--- config.mk ---
export PLATFORM = sky130hd
export DESIGN_NAME = rob_reader
export DESIGN_NICKNAME = d
export VERILOG_FILES = /design/src/rtl/rob_pkg.sv /design/src/rtl/rob_skid_fifo.sv /design/src/rtl/rob_reader.sv
export SDC_FILE = /design/constraint.sdc
export NUM_CORES = 1
export LEC_CHECK = 0
export CORE_AREA = 2 2 91 93
export DETAILED_ROUTE_END_ITERATION = 6
export DIE_AREA = 0 0 93 95
export PLACE_DENSITY_LB_ADDON = 0.05
export SYNTH_ARGS = -nofsm -noshare
export SYNTH_HDL_FRONTEND = slang
export SYNTH_HIERARCHICAL = 1
export SYNTH_SLANG_ARGS = --single-unit
--- constraint.sdc ---
create_clock -name clk -period 4.7 [get_ports clk]
set_input_delay 0.705 -clock clk [delete_from_list [all_inputs] [get_ports clk]]
set_output_delay 0.705 -clock clk [all_outputs]
set_load 0.02 [all_outputs]
--- src/rtl/rob_pkg.sv ---
// Shared sizing and entry types for the reorder-buffer drain path.
package rob_pkg;

  localparam int ROB_ADDR_WIDTH = 4;
  localparam int ROB_DATA_WIDTH = 32;

  typedef logic [ROB_ADDR_WIDTH-1:0] rob_idx_t;

  typedef struct packed {
    rob_idx_t                  idx;
    logic [ROB_DATA_WIDTH-1:0] data;
  } rob_entry_t;

endpackage

--- src/rtl/rob_skid_fifo.sv ---
// Two-entry skid FIFO holding drained ROB entries; occupancy count feeds the reader's credit check.
module rob_skid_fifo
  import rob_pkg::*;
#(
  parameter type entry_t = rob_entry_t
) (
  input  logic       clk,
  input  logic       rst_n,
  input  logic       clear_i,
  input  logic       push_i,
  input  entry_t     push_data_i,
  input  logic       pop_i,
  output entry_t     head_o,
  output logic       full_o,
  output logic       empty_o,
  output logic [1:0] count_o
);

  entry_t     mem_q [2];
  entry_t     mem_d [2];
  logic       rd_ptr_q, rd_ptr_d;
  logic       wr_ptr_q, wr_ptr_d;
  logic [1:0] count_q, count_d;
  logic       do_push, do_pop;

  assign full_o  = (count_q == 2'd2);
  assign empty_o = (count_q == 2'd0);
  assign count_o = count_q;
  assign head_o  = mem_q[rd_ptr_q];
  assign do_pop  = pop_i && !empty_o;
  assign do_push = push_i && (!full_o || do_pop);

  always_comb begin
    mem_d    = mem_q;
    rd_ptr_d = rd_ptr_q;
    wr_ptr_d = wr_ptr_q;
    count_d  = count_q;
    if (do_push) begin
      mem_d[wr_ptr_q] = push_data_i;
      wr_ptr_d        = !wr_ptr_q;
    end
    if (do_pop) begin
      rd_ptr_d = !rd_ptr_q;
    end
    case ({do_push, do_pop})
      2'b10:   count_d = count_q + 2'd1;
      2'b01:   count_d = count_q - 2'd1;
      default: count_d = count_q;
    endcase
  end

  // Clear only empties the FIFO; stale payload stays in storage but is never presented.
  always_ff @(posedge clk) begin
    if (!rst_n) begin
      mem_q[0] <= '0;
      mem_q[1] <= '0;
      rd_ptr_q <= 1'b0;
      wr_ptr_q <= 1'b0;
      count_q  <= 2'd0;
    end else if (clear_i) begin
      rd_ptr_q <= 1'b0;
      wr_ptr_q <= 1'b0;
      count_q  <= 2'd0;
    end else begin
      mem_q    <= mem_d;
      rd_ptr_q <= rd_ptr_d;
      wr_ptr_q <= wr_ptr_d;
      count_q  <= count_d;
    end
  end

endmodule

--- src/rtl/rob_reader.sv ---
// In-order ROB drain engine: walks the head, reads each valid entry from the data RAM,
// clears its valid bit and streams it out through a 2-entry skid buffer.
module rob_reader
  import rob_pkg::*;
#(
  parameter int ADDR_WIDTH = ROB_ADDR_WIDTH,
  parameter int DATA_WIDTH = ROB_DATA_WIDTH
) (
  input  logic                  clk,
  input  logic                  rst_n,
  input  logic                  flush_i,
  output logic [ADDR_WIDTH-1:0] valid_addr_o,
  input  logic                  valid_i,
  output logic                  valid_clr_o,
  output logic [ADDR_WIDTH-1:0] valid_clr_addr_o,
  output logic                  rd_en_o,
  output logic [ADDR_WIDTH-1:0] rd_addr_o,
  input  logic [DATA_WIDTH-1:0] rd_data_i,
  output logic                  out_valid_o,
  input  logic                  out_ready_i,
  output logic [DATA_WIDTH-1:0] out_data_o,
  output logic [ADDR_WIDTH-1:0] out_idx_o,
  output logic [ADDR_WIDTH:0]   retired_cnt_o
);

  typedef struct packed {
    logic [ADDR_WIDTH-1:0] idx;
    logic [DATA_WIDTH-1:0] data;
  } entry_t;

  localparam logic [ADDR_WIDTH:0] CNT_MAX = '1;

  logic [ADDR_WIDTH-1:0] head_q, head_d;
  logic                  inflight_q, inflight_d;
  logic [ADDR_WIDTH-1:0] inflight_idx_q, inflight_idx_d;
  logic [ADDR_WIDTH:0]   retired_q, retired_d;

  logic       pop, issue, credit_ok;
  logic [2:0] occupancy;
  logic       fifo_push, fifo_full, fifo_empty;
  logic [1:0] fifo_count;
  entry_t     fifo_wdata, fifo_head;

  assign pop = out_valid_o && out_ready_i;

  // Buffered entries plus the read in flight must leave a slot once this cycle's pop is counted.
  assign occupancy = {1'b0, fifo_count} + {2'b00, inflight_q};
  assign credit_ok = (occupancy - {2'b00, pop}) <= 3'd1;
  assign issue     = rst_n && !flush_i && valid_i && credit_ok;

  assign fifo_push  = inflight_q && !flush_i && (!fifo_full || pop);
  assign fifo_wdata = '{idx: inflight_idx_q, data: rd_data_i};

  rob_skid_fifo #(
    .entry_t(entry_t)
  ) u_skid (
    .clk        (clk),
    .rst_n      (rst_n),
    .clear_i    (flush_i),
    .push_i     (fifo_push),
    .push_data_i(fifo_wdata),
    .pop_i      (pop),
    .head_o     (fifo_head),
    .full_o     (fifo_full),
    .empty_o    (fifo_empty),
    .count_o    (fifo_count)
  );

  always_comb begin
    head_d         = head_q;
    inflight_d     = issue;
    inflight_idx_d = inflight_idx_q;
    retired_d      = retired_q;
    if (issue) begin
      head_d         = head_q + ADDR_WIDTH'(1);
      inflight_idx_d = head_q;
    end
    if (pop && (retired_q != CNT_MAX)) begin
      retired_d = retired_q + (ADDR_WIDTH + 1)'(1);
    end
    if (flush_i) begin
      head_d     = '0;
      inflight_d = 1'b0;
      retired_d  = '0;
    end
  end

  always_ff @(posedge clk) begin
    if (!rst_n) begin
      head_q         <= '0;
      inflight_q     <= 1'b0;
      inflight_idx_q <= '0;
      retired_q      <= '0;
    end else begin
      head_q         <= head_d;
      inflight_q     <= inflight_d;
      inflight_idx_q <= inflight_idx_d;
      retired_q      <= retired_d;
    end
  end

  assign valid_addr_o     = head_q;
  assign rd_en_o          = issue;
  assign rd_addr_o        = head_q;
  assign valid_clr_o      = issue;
  assign valid_clr_addr_o = head_q;
  assign out_valid_o      = !fifo_empty;
  assign out_data_o       = fifo_head.data;
  assign out_idx_o        = fifo_head.idx;
  assign retired_cnt_o    = retired_q;

endmodule

==> impl_results.md <==
- Total wire length: 8.09 mm
- TNS Setup: 0 ns
- Footprint of the multi-input gates: 2080 µm²
- Run status: finished clean
- Later-pin clock latency in the skew report: 0.35 ns
- Yosys warnings: 6
- Antenna diodes: 0
- WP data arrival: 3.63 ns
- Area contributors post-synth: dfxtp_1, mux2i_1, nand2_1
- Layout area overhead: 25.6%
- Hold Vio Cnt, Final: 0
- First-pass GRT wire length: 13.2 mm
- Clock Root Buffer: clkbuf_8
- Dpl cells: 593
- Max-slew violations: 0
- Initial antenna violation count: 0
- Syn Nets: 470
- HP Class: reg -> reg
- Vert. Die Dim: 95 µm
- Sink Count: 90
- Setup WS pre-CTS: 0.368 ns
- WL per Instance: 13.3 µm
- Mapped cell area: 4130 µm²
- Post-DR vias/cell: 5.05
- CTS-repair resized insts: 0
- Reg area: 1800 µm²
- Commonest non-fill, non-tap cell in the layout: nand2_1
- Design Area, Final: 5190 µm²
- Hold buffer count at cts: 0
- EDFF count, synth: 0
- H-tree depth: 3
- Critical Path End Type: primary output
- Fillers: 681
- Post-CTS Setup Bufs: 0
- Antenna viol nets, final: 0
- Number of global-route vias before repair: 2991
- Crit-path max FO: 9
- Placer Congestion: 0.804
- Routed vias: 3077
- I/O pin count: 93
- Worst-Margin Slew: 1.05 ns
- Area fraction in compound gates after synthesis: 2.36%
- Fmax: 230 MHz
- Maximum vdd drop: 0.000199 V
- Core area: 7930 µm²
- Std-Cell Rows: 33
- Worst hold slack: 0.458 ns
- Ys flop type: dfxtp_1
- Yosys top cell area share: 43.6%
- Die W: 93 µm
- Number of library cell types mapped by synthesis: 33
- # Max-Cap Violations: 0
- Share of cells above drive strength 1: 12.5%
- Worst setup SP type: primary input
- CTS buffer count: 9
- Tcrit/Tclk final: 92.3%
- Layout Nets: 543
- Worst Path Required: 3.99 ns
- Final WS setup: 0.361 ns
- Post-DP Area: 4980 µm²
- Register bit total from synthesis: 90
- Post-Synth Adder-Cell Area: 2.30%
- Post-detail-place hpwl: 5.18 mm
- I/O Buffers: 92
- Total die area: 8840 µm²
- Seq/Total Area, Yosys: 43.6%
- Post-synthesis simple-gate area fraction: 16.2%
- Static Leak: 2.12 nW
- Clock transition at path regs: 0.09 ns
- Final setup viols: 0
- Largest family of logic cells by synthesized area: multiplexers
- Post-Synthesis Cells: 426
- Clk_skew: 0.00638 ns
- Fin cells: 609
- Final Power: 1.39 mW
- Clock Path Buffers: 2
- DRC violations left: 0
- First drt pass iteration count: 4
- PwrDens: 269 nW/µm²
- RSZ-0062 raised after global routing: no
- Post-Synth XOR/XNOR Area: 1.48%
- Initial Util: 52.1%
- Min Tclk post-route: 4.34 ns
- Fraction of registers with async set/reset: 0%
- Final Util: 65.4%
- Commonest cells after routing, fill and taps aside: nand2_1, clkdlybuf4s50_1, dfxtp_1
- Largest net degree at the start of global routing: 114
- GR Util All Layers: 18.7%
- Slew HR: 29.8%
- CTS tree: done
- Leading area contributor after synthesis: dfxtp_1
- Post-synthesis mux area share: 28.0%
- 1st-iter DRT viols: 124
- CP Class: in -> out
- GRT Residual Overflow: 0
- Mean Syn Cell Area: 9.70 µm²
critical path, stage by stage:
cell and delay (ns):
clkdlybuf4s50_1 0.43, and2b_2 0.24, ha_1 0.29, inv_1 0.05, ha_1 0.13, inv_1 0.05, fa_1 0.49, nand4b_1 0.27
nor2_1 0.31, clkdlybuf4s50_1 0.66
synthesized netlist by cell type, types with 2 or more instances:
library cell / instances
nor3_1: 2
ha_1: 6
nor2_1: 7
o21ai_0: 8
xor2_1: 2
buf_12: 3
nand2b_1: 3
nor3b_1: 2
and3_1: 2
buf_2: 6
mux2_2: 36
or3_1: 4
clkbuf_1: 13
nor2b_1: 2
inv_1: 7
dfxtp_1: 90
nand3_1: 6
mux2i_1: 75
a21oi_1: 10
nand2_1: 116
buf_4: 10
xnor2_1: 5
state kept, by name, indices dropped and copies added (netlist names):
signal           cells
u_skid/mem_q        72
u_skid/wr_ptr_q      1
u_skid/rd_ptr_q      1
inflight_idx_q       4
u_skid/count_o       2
retired_cnt_o        5
rd_addr_o            4
inflight_q           1
worst paths after layout:
check / end / slack [ns] / depth (start not counted) / from
setup / recovery: valid_clr_o / 0.36 / 10 / out_ready_i
hold / removal: u_skid/mem_q[25] / 0.46 / 2 / u_skid/mem_q[25]
setup reg to reg: rd_addr_o[0] / 1.83 / 10 / u_skid/count_o[1]
hold reg to reg: u_skid/mem_q[25] / 0.46 / 2 / u_skid/mem_q[25]
logic make-up (layout without fill, tap and decap cells):
kind of cell,Yosys count,after routing
simple gates,152,152
mux,111,111
flops,90,90
buf+inv,40,118
compound gates,19,19
fa+ha+maj,7,7
xor+xnor,7,7
report_power, final:
part | internal [mW] | switching, mW | leakage, nW
clock network | 0.261 | 0.269 | 0.103
logic | 0.0485 | 0.0454 | 1.29
registers | 0.766 | 0.00287 | 0.726
area by class of cell:
type,instances,share of cell area [%]
clock buffer,10,2.65
tap,105,2.53
timing repair buffer,95,18.1
sequential,90,34.8
inverter,7,0.507
multi-input combinational,296,40.2
clock inverter,6,1.25
metal layers:
layer | track usage [%] | vias up | wire length [µm] | part of all wire [%]
met5 | 0 | - | 0 | 0
met4 | 7.35 | 0 | 118 | 1.5
met2 | 32.4 | 61 | 3820 | 47
met1 | 23.1 | 1436 | 3840 | 48
li1 | - | 1569 | - | -
met3 | 3.51 | 11 | 302 | 3.7
(Power assumes the default switching activity.)
